## src/rtl/mem_pkg.sv

```systemverilog
// Shared types and default sizing for the memory responder.
package mem_pkg;

    typedef enum logic [1:0] {
        StIdle  = 2'd0,
        StWdata = 2'd1,
        StWait  = 2'd2,
        StBurst = 2'd3
    } state_e;

    localparam int unsigned DEF_LATENCY    = 4;
    localparam int unsigned DEF_LINE_WORDS = 4;
    localparam int unsigned DEF_MEM_AW     = 8;
    localparam int unsigned DEF_OFFSET_W   = $clog2(DEF_LINE_WORDS);
    localparam int unsigned LAT_W          = 4;

endpackage

```

## src/rtl/mem_array.sv

```systemverilog
// Backing store: synchronous write, asynchronous read, contents never reset.
module mem_array #(
    parameter int unsigned MEM_AW = 8
) (
    input  logic              clk,
    input  logic              we,
    input  logic [MEM_AW-1:0] addr,
    input  logic [15:0]       wdata,
    output logic [15:0]       rdata
);

    logic [15:0] mem [2**MEM_AW];

    always_ff @(posedge clk) begin
        if (we) begin
            mem[addr] <= wdata;
        end
    end

    assign rdata = mem[addr];

endmodule

```

## src/rtl/memory_responder.sv

```systemverilog
// Cache-line memory responder: critical-word-first fills after a fixed latency.
// Define MEM_WRITE_EN to add line-write (eviction) support with a single ack beat.
module memory_responder
    import mem_pkg::*;
#(
    parameter int unsigned LATENCY    = DEF_LATENCY,
    parameter int unsigned LINE_WORDS = DEF_LINE_WORDS,
    parameter int unsigned MEM_AW     = DEF_MEM_AW
) (
    input  logic        clk,
    input  logic        reset,
    input  logic        req_valid,
    output logic        req_ready,
    input  logic [15:0] req_addr,
    input  logic        req_we,
    input  logic        wr_valid,
    input  logic [15:0] wr_data,
    output logic        rsp_valid,
    output logic [15:0] rsp_data,
    output logic        rsp_last,
    output logic        busy
);

    localparam int unsigned OW = $clog2(LINE_WORDS);
    localparam int unsigned BW = OW + 1;
    localparam int unsigned LINE_AW = MEM_AW - OW;
    localparam logic [LAT_W-1:0] LAT_INIT  = LAT_W'(LATENCY);
    localparam logic [BW-1:0]    LAST_BEAT = BW'(LINE_WORDS - 1);
    // With zero latency the WAIT state is skipped entirely.
    localparam state_e POST_STATE = (LATENCY == 0) ? StBurst : StWait;

    state_e             state_q, state_d;
    logic [LAT_W-1:0]   lat_cnt_q, lat_cnt_d;
    logic [BW-1:0]      beat_cnt_q, beat_cnt_d;
    logic [LINE_AW-1:0] line_q, line_d;
    logic [OW-1:0]      off_q, off_d;
    logic               we_q;

    logic [OW-1:0]      word_sel;
    logic [MEM_AW-1:0]  mem_addr;
    logic               mem_we;
    logic [15:0]        mem_wdata;
    logic [15:0]        mem_rdata;

    // Offset wraps inside the line by truncation to OW bits.
    assign word_sel = off_q + beat_cnt_q[OW-1:0];
    assign mem_addr = {line_q, word_sel};

    logic unused_addr;
    assign unused_addr = ^req_addr;

`ifdef MEM_WRITE_EN
    logic we_d;

    always_ff @(posedge clk) begin
        if (reset) begin
            we_q <= 1'b0;
        end else begin
            we_q <= we_d;
        end
    end

    assign mem_we    = (state_q == StWdata) && wr_valid;
    assign mem_wdata = wr_data;
`else
    logic unused_wr;
    assign unused_wr = ^{req_we, wr_valid, wr_data};
    assign we_q      = 1'b0;
    assign mem_we    = 1'b0;
    assign mem_wdata = 16'h0000;
`endif

    always_ff @(posedge clk) begin
        if (reset) begin
            state_q    <= StIdle;
            lat_cnt_q  <= '0;
            beat_cnt_q <= '0;
            line_q     <= '0;
            off_q      <= '0;
        end else begin
            state_q    <= state_d;
            lat_cnt_q  <= lat_cnt_d;
            beat_cnt_q <= beat_cnt_d;
            line_q     <= line_d;
            off_q      <= off_d;
        end
    end

    always_comb begin
        state_d    = state_q;
        lat_cnt_d  = lat_cnt_q;
        beat_cnt_d = beat_cnt_q;
        line_d     = line_q;
        off_d      = off_q;
`ifdef MEM_WRITE_EN
        we_d       = we_q;
`endif
        req_ready  = 1'b0;
        rsp_valid  = 1'b0;
        rsp_last   = 1'b0;
        rsp_data   = 16'h0000;
        busy       = (state_q != StIdle);

        unique case (state_q)
            StIdle: begin
                req_ready = 1'b1;
                if (req_valid) begin
                    line_d     = req_addr[MEM_AW-1:OW];
                    off_d      = req_addr[OW-1:0];
                    beat_cnt_d = '0;
                    lat_cnt_d  = LAT_INIT;
                    state_d    = POST_STATE;
`ifdef MEM_WRITE_EN
                    we_d = req_we;
                    if (req_we) begin
                        state_d = StWdata;
                    end
`endif
                end
            end
            StWdata: begin
`ifdef MEM_WRITE_EN
                if (wr_valid) begin
                    beat_cnt_d = beat_cnt_q + 1'b1;
                    if (beat_cnt_q == LAST_BEAT) begin
                        beat_cnt_d = '0;
                        lat_cnt_d  = LAT_INIT;
                        state_d    = POST_STATE;
                    end
                end
`else
                state_d = StIdle;
`endif
            end
            StWait: begin
                if (lat_cnt_q <= LAT_W'(1)) begin
                    lat_cnt_d = '0;
                    state_d   = StBurst;
                end else begin
                    lat_cnt_d = lat_cnt_q - 1'b1;
                end
            end
            StBurst: begin
                rsp_valid = 1'b1;
                if (we_q) begin
                    // Write acknowledge: one beat, no data.
                    rsp_last = 1'b1;
                    state_d  = StIdle;
                end else begin
                    rsp_data   = mem_rdata;
                    beat_cnt_d = beat_cnt_q + 1'b1;
                    if (beat_cnt_q == LAST_BEAT) begin
                        rsp_last   = 1'b1;
                        beat_cnt_d = '0;
                        state_d    = StIdle;
                    end
                end
            end
            default: begin
                state_d = StIdle;
            end
        endcase
    end

    mem_array #(
        .MEM_AW (MEM_AW)
    ) u_array (
        .clk   (clk),
        .we    (mem_we),
        .addr  (mem_addr),
        .wdata (mem_wdata),
        .rdata (mem_rdata)
    );

endmodule

```

## config.mk

```make
export PLATFORM = sky130hd
export DESIGN_NAME = memory_responder
export DESIGN_NICKNAME = d
export VERILOG_FILES = /design/src/rtl/mem_pkg.sv /design/src/rtl/mem_array.sv /design/src/rtl/memory_responder.sv
export SDC_FILE = /design/constraint.sdc
export NUM_CORES = 1
export LEC_CHECK = 0
export ABC_AREA = 1
export BUFFER_PORTS_ARGS = -buffer_cell sky130_fd_sc_hd__buf_2
export CAP_MARGIN = 5
export CORE_MARGIN = 4
export CORE_UTILIZATION = 38
export DETAILED_ROUTE_END_ITERATION = 7
export HOLD_SLACK_MARGIN = 0.02
export PLACE_DENSITY = 0.83
export SYNTH_ARGS = -nofsm -noshare
export SYNTH_HDL_FRONTEND = slang
export SYNTH_SLANG_ARGS = --single-unit
export TNS_END_PERCENT = 100
```

## constraint.sdc

```tcl
create_clock -name clk -period 2.66 [get_ports clk]
set_clock_uncertainty 0.2 [all_clocks]
set_input_delay 0.266 -clock clk [delete_from_list [all_inputs] [get_ports clk]]
set_output_delay 0.266 -clock clk [all_outputs]
set_load 0.01 [all_outputs]
```

==> impl_metrics.toml <==
[setup_path]
critical_path.reg2reg.endpoint = "lat_cnt_q[3]$_SDFFE_PP0P_"
timing.critical_path.arrival_ns = 1.09
startpoint_type = "flip-flop"
critical_path.max_stage_delay_ns = 0.35
cpMaxStageDelayCell = "sky130_fd_sc_hd__dfxtp_1"
crit_chain = "ha_1, nand2_1, nor2_1, buf_2"
count_of_cells_along_the_worst_register_to_register_path = 7
worstSetupStartpoint = "beat_cnt_q[0]$_SDFFE_PP0P_"
worst_path_dominant_cell_family = "flip-flops"
setup.reg_to_reg.worst_slack_ns = 1.16
criticalPathCategory = "reg -> out"
timing.rr.start = "lat_cnt_q[0]$_SDFFE_PP0P_"
end_kind = "output port"
cp.buffers_inverters = 1
worstPathMaxFanout = 3
timing.critical_path.required_ns = 2.19

[yosys]
most_area_consuming_cells_after_synthesis = "sky130_fd_sc_hd__dfxtp_1 (30%), sky130_fd_sc_hd__buf_4 (20%), sky130_fd_sc_hd__nand2_1 (11%), sky130_fd_sc_hd__inv_1 (6.8%), sky130_fd_sc_hd__ha_1 (6.2%)"
synth_warnings = 0
synth.top_cell.area_share_pct = 29.8
synthesis.area_sq_um = 606
synth_flop_cell = "sky130_fd_sc_hd__dfxtp_1"
syn_inst = 87
async_reset_ff_share_pct = 0
yosys-top-cells-count = "sky130_fd_sc_hd__nand2_1 (17), sky130_fd_sc_hd__buf_4 (16), sky130_fd_sc_hd__inv_1 (11), sky130_fd_sc_hd__nor2_1 (10), sky130_fd_sc_hd__dfxtp_1 (9)"
most_repeated_cell_in_the_gate_level_netlist_after_synthesis = "sky130_fd_sc_hd__nand2_1"
largest_area_contributor_in_the_netlist = "sky130_fd_sc_hd__dfxtp_1"
synth-seq-area-share_pct = 29.8
syn_area_per_cell_sq_um = 6.96
postSynthRegisterBits = 9
ys_types = 19
synth_enable_flop_cells = 0

[timing]
setup_tns_ns = 0
timing.final.hold_violations = 0
fin_crit_period_ns = 1.55
final.hold.worst_slack_ns = 0.195
timing.final.setup_violations = 0
fmaxAchievable_ghz = 0.643
setup_repair_after_global_routing_missed_its_margin = "no"
min_period_over_period_pct = 58.4
report.final.slew_viol_count = 0

[detailed_routing]
drt_wl_cell_microns = 8.33
num_vias = 475
drtAntennaViolNets = 0
vias_per_cell = 4.20
drt_pre_antenna_iters = 2
number_of_drc_markers_in_iteration_0 = 7
drc = 0
totalWireLength_microns = 941

[finish]
multiInputGateArea_sq_um = 313
n_antenna_cell = 0
finish.instance_area_sq_um = 628
count_of_filler_cells_inserted_in_the_layout = 174
fraction_of_layout_cells_with_a_size_suffix_above_1_pct = 15.5
synthToLayoutAreaGrowth_pct = 3.72
finish.net_count = 138
final-seq-area_sq_um = 180

[power_and_ir_drop]
total_leakage_power_nw = 0.339
vdd_ir_drop_max_uv = 342
power_density_normalized_to_cell_area_nw_per_um2 = 714

[grt]
via_count_of_the_first_global_routing_pass = 369
grt_max_degree = 7
grtUsageTotal_pct = 10.2
overflow_after_grt = 0
grt_first_pass_wirelength_microns = 1500
antenna_found_initial = 0

[clock_tree]
cts_tree = "yes"
cts_buffer_depth = 2
clk_transition_reported_paths_ns = 0.06
h-tree-depth = 1
cts_inserted_buffers = 3
clockRootBuffer = "sky130_fd_sc_hd__clkbuf_4"
post_cts_resize_count = 0
postCtsSetupRepairBufs = 0
cts_hold_buf = 1
tritoncts_num_sinks = 9
clock_insertion_delay_worst_skew_ns = 0.27

[die]
core_sq_um = 1510
fp.dieArea_sq_um = 2300
io_pins = 57
num_rows = 14
die_w_microns = 47.9
initial_core_util_pct = 40.2
die_height_microns = 47.9

[place]
port-buffer-count = 6
placed_area_sq_um = 592
place.gp.congestion = 0.808
dp_hpwl_microns = 767

[min_path]
timing.hold.worst_path_depth = 5
holdCritStartpoint = "req_valid"
worstHoldPathType = "in -> reg"
worst_hold_path.endpoint = "state_q[1]$_SDFFE_PP0P_"

[outcome]
run_status = "finished, final reports clean"

[job]
max_cap_viol_count = 0
## layout by cell type, fill, tap and decap left out, drive strengths merged
master,count
xor2,2
conb,16
a21oi,4
buf,6
ha,3
nand2,17
a31oi,1
nand3,1
o21ai,5
nor3,1
dlygate4sd3,1
dfxtp,9
o21bai,1
inv,13
nand3b,1
clkbuf,4
nor2,12
## worst reg2reg max path, cell delays in order (launching register included)
cell	delay [ns]
sky130_fd_sc_hd__dfxtp_1	0.39
sky130_fd_sc_hd__inv_1	0.06
sky130_fd_sc_hd__ha_1	0.23
sky130_fd_sc_hd__o21ai_0	0.22
sky130_fd_sc_hd__nand2_1	0.11
sky130_fd_sc_hd__nand2_1	0.07
sky130_fd_sc_hd__nand2_1	0.08
sky130_fd_sc_hd__nor2_1	0.10
## registers in the layout, summed over array words and instances, names as in the netlist
register	cells
beat_cnt_q	3
lat_cnt_q	4
state_q	2
## cell type report
class                      count  share of cell area, %
multi-input combinational     64                   49.8
inverter                      13                   7.77
clock buffer                   4                   4.18
sequential                     9                   28.7
tap                           16                   3.19
timing repair buffer           7                   6.37
## worst max path at each step
stage                                      to  slack [ns]  cells past startpoint
detailed placement  lat_cnt_q[0]$_SDFFE_PP0P_        1.16                      7
CTS                                  rsp_last        1.09                      4
global route                         rsp_last         1.0                      4
finish                               rsp_last        1.11                      4
global placement    lat_cnt_q[3]$_SDFFE_PP0P_        1.19                      7
floorplan           lat_cnt_q[3]$_SDFFE_PP0P_        1.29                      7
## kinds of logic after synthesis
kind of cell	Yosys count	synth area share [%]
AOI/OAI and AO/OA	11	10.9
xor gates and xnor gates	2	2.89
adders and majority gates	3	6.20
buffers and inverters	29	27.9
DFF	9	29.8
other	1	0.619
and+or+nand+nor	32	21.7
## layer usage
metal  track usage (%)  wire (microns)  vias to the layer above
li1                  -               -                      253
met1              10.9             384                      200
met2              14.5             415                       18
met3              5.64             110                        4
met4              8.06              30                        0
met5                 0               0                        -
## metrics by stage
stage	worst slack (ns)	total power (W)	util (%)	instances
floorplan	1.29	0.000326	-	102
global placement	1.19	0.000337	39.3	108
detailed placement	1.16	0.000344	39.3	108
CTS	1.09	0.000458	41.7	113
global route	0.995	0.000494	41.7	113
finish	1.11	0.000449	41.7	113
## power breakdown
group / switching, W / internal [W]
sequential: 0.0000217 / 0.000156
combinational: 0.000101 / 0.0000632
clock: 0.0000490 / 0.0000579
total: 0.000172 / 0.000277
Power figures use the tool's default switching activity.
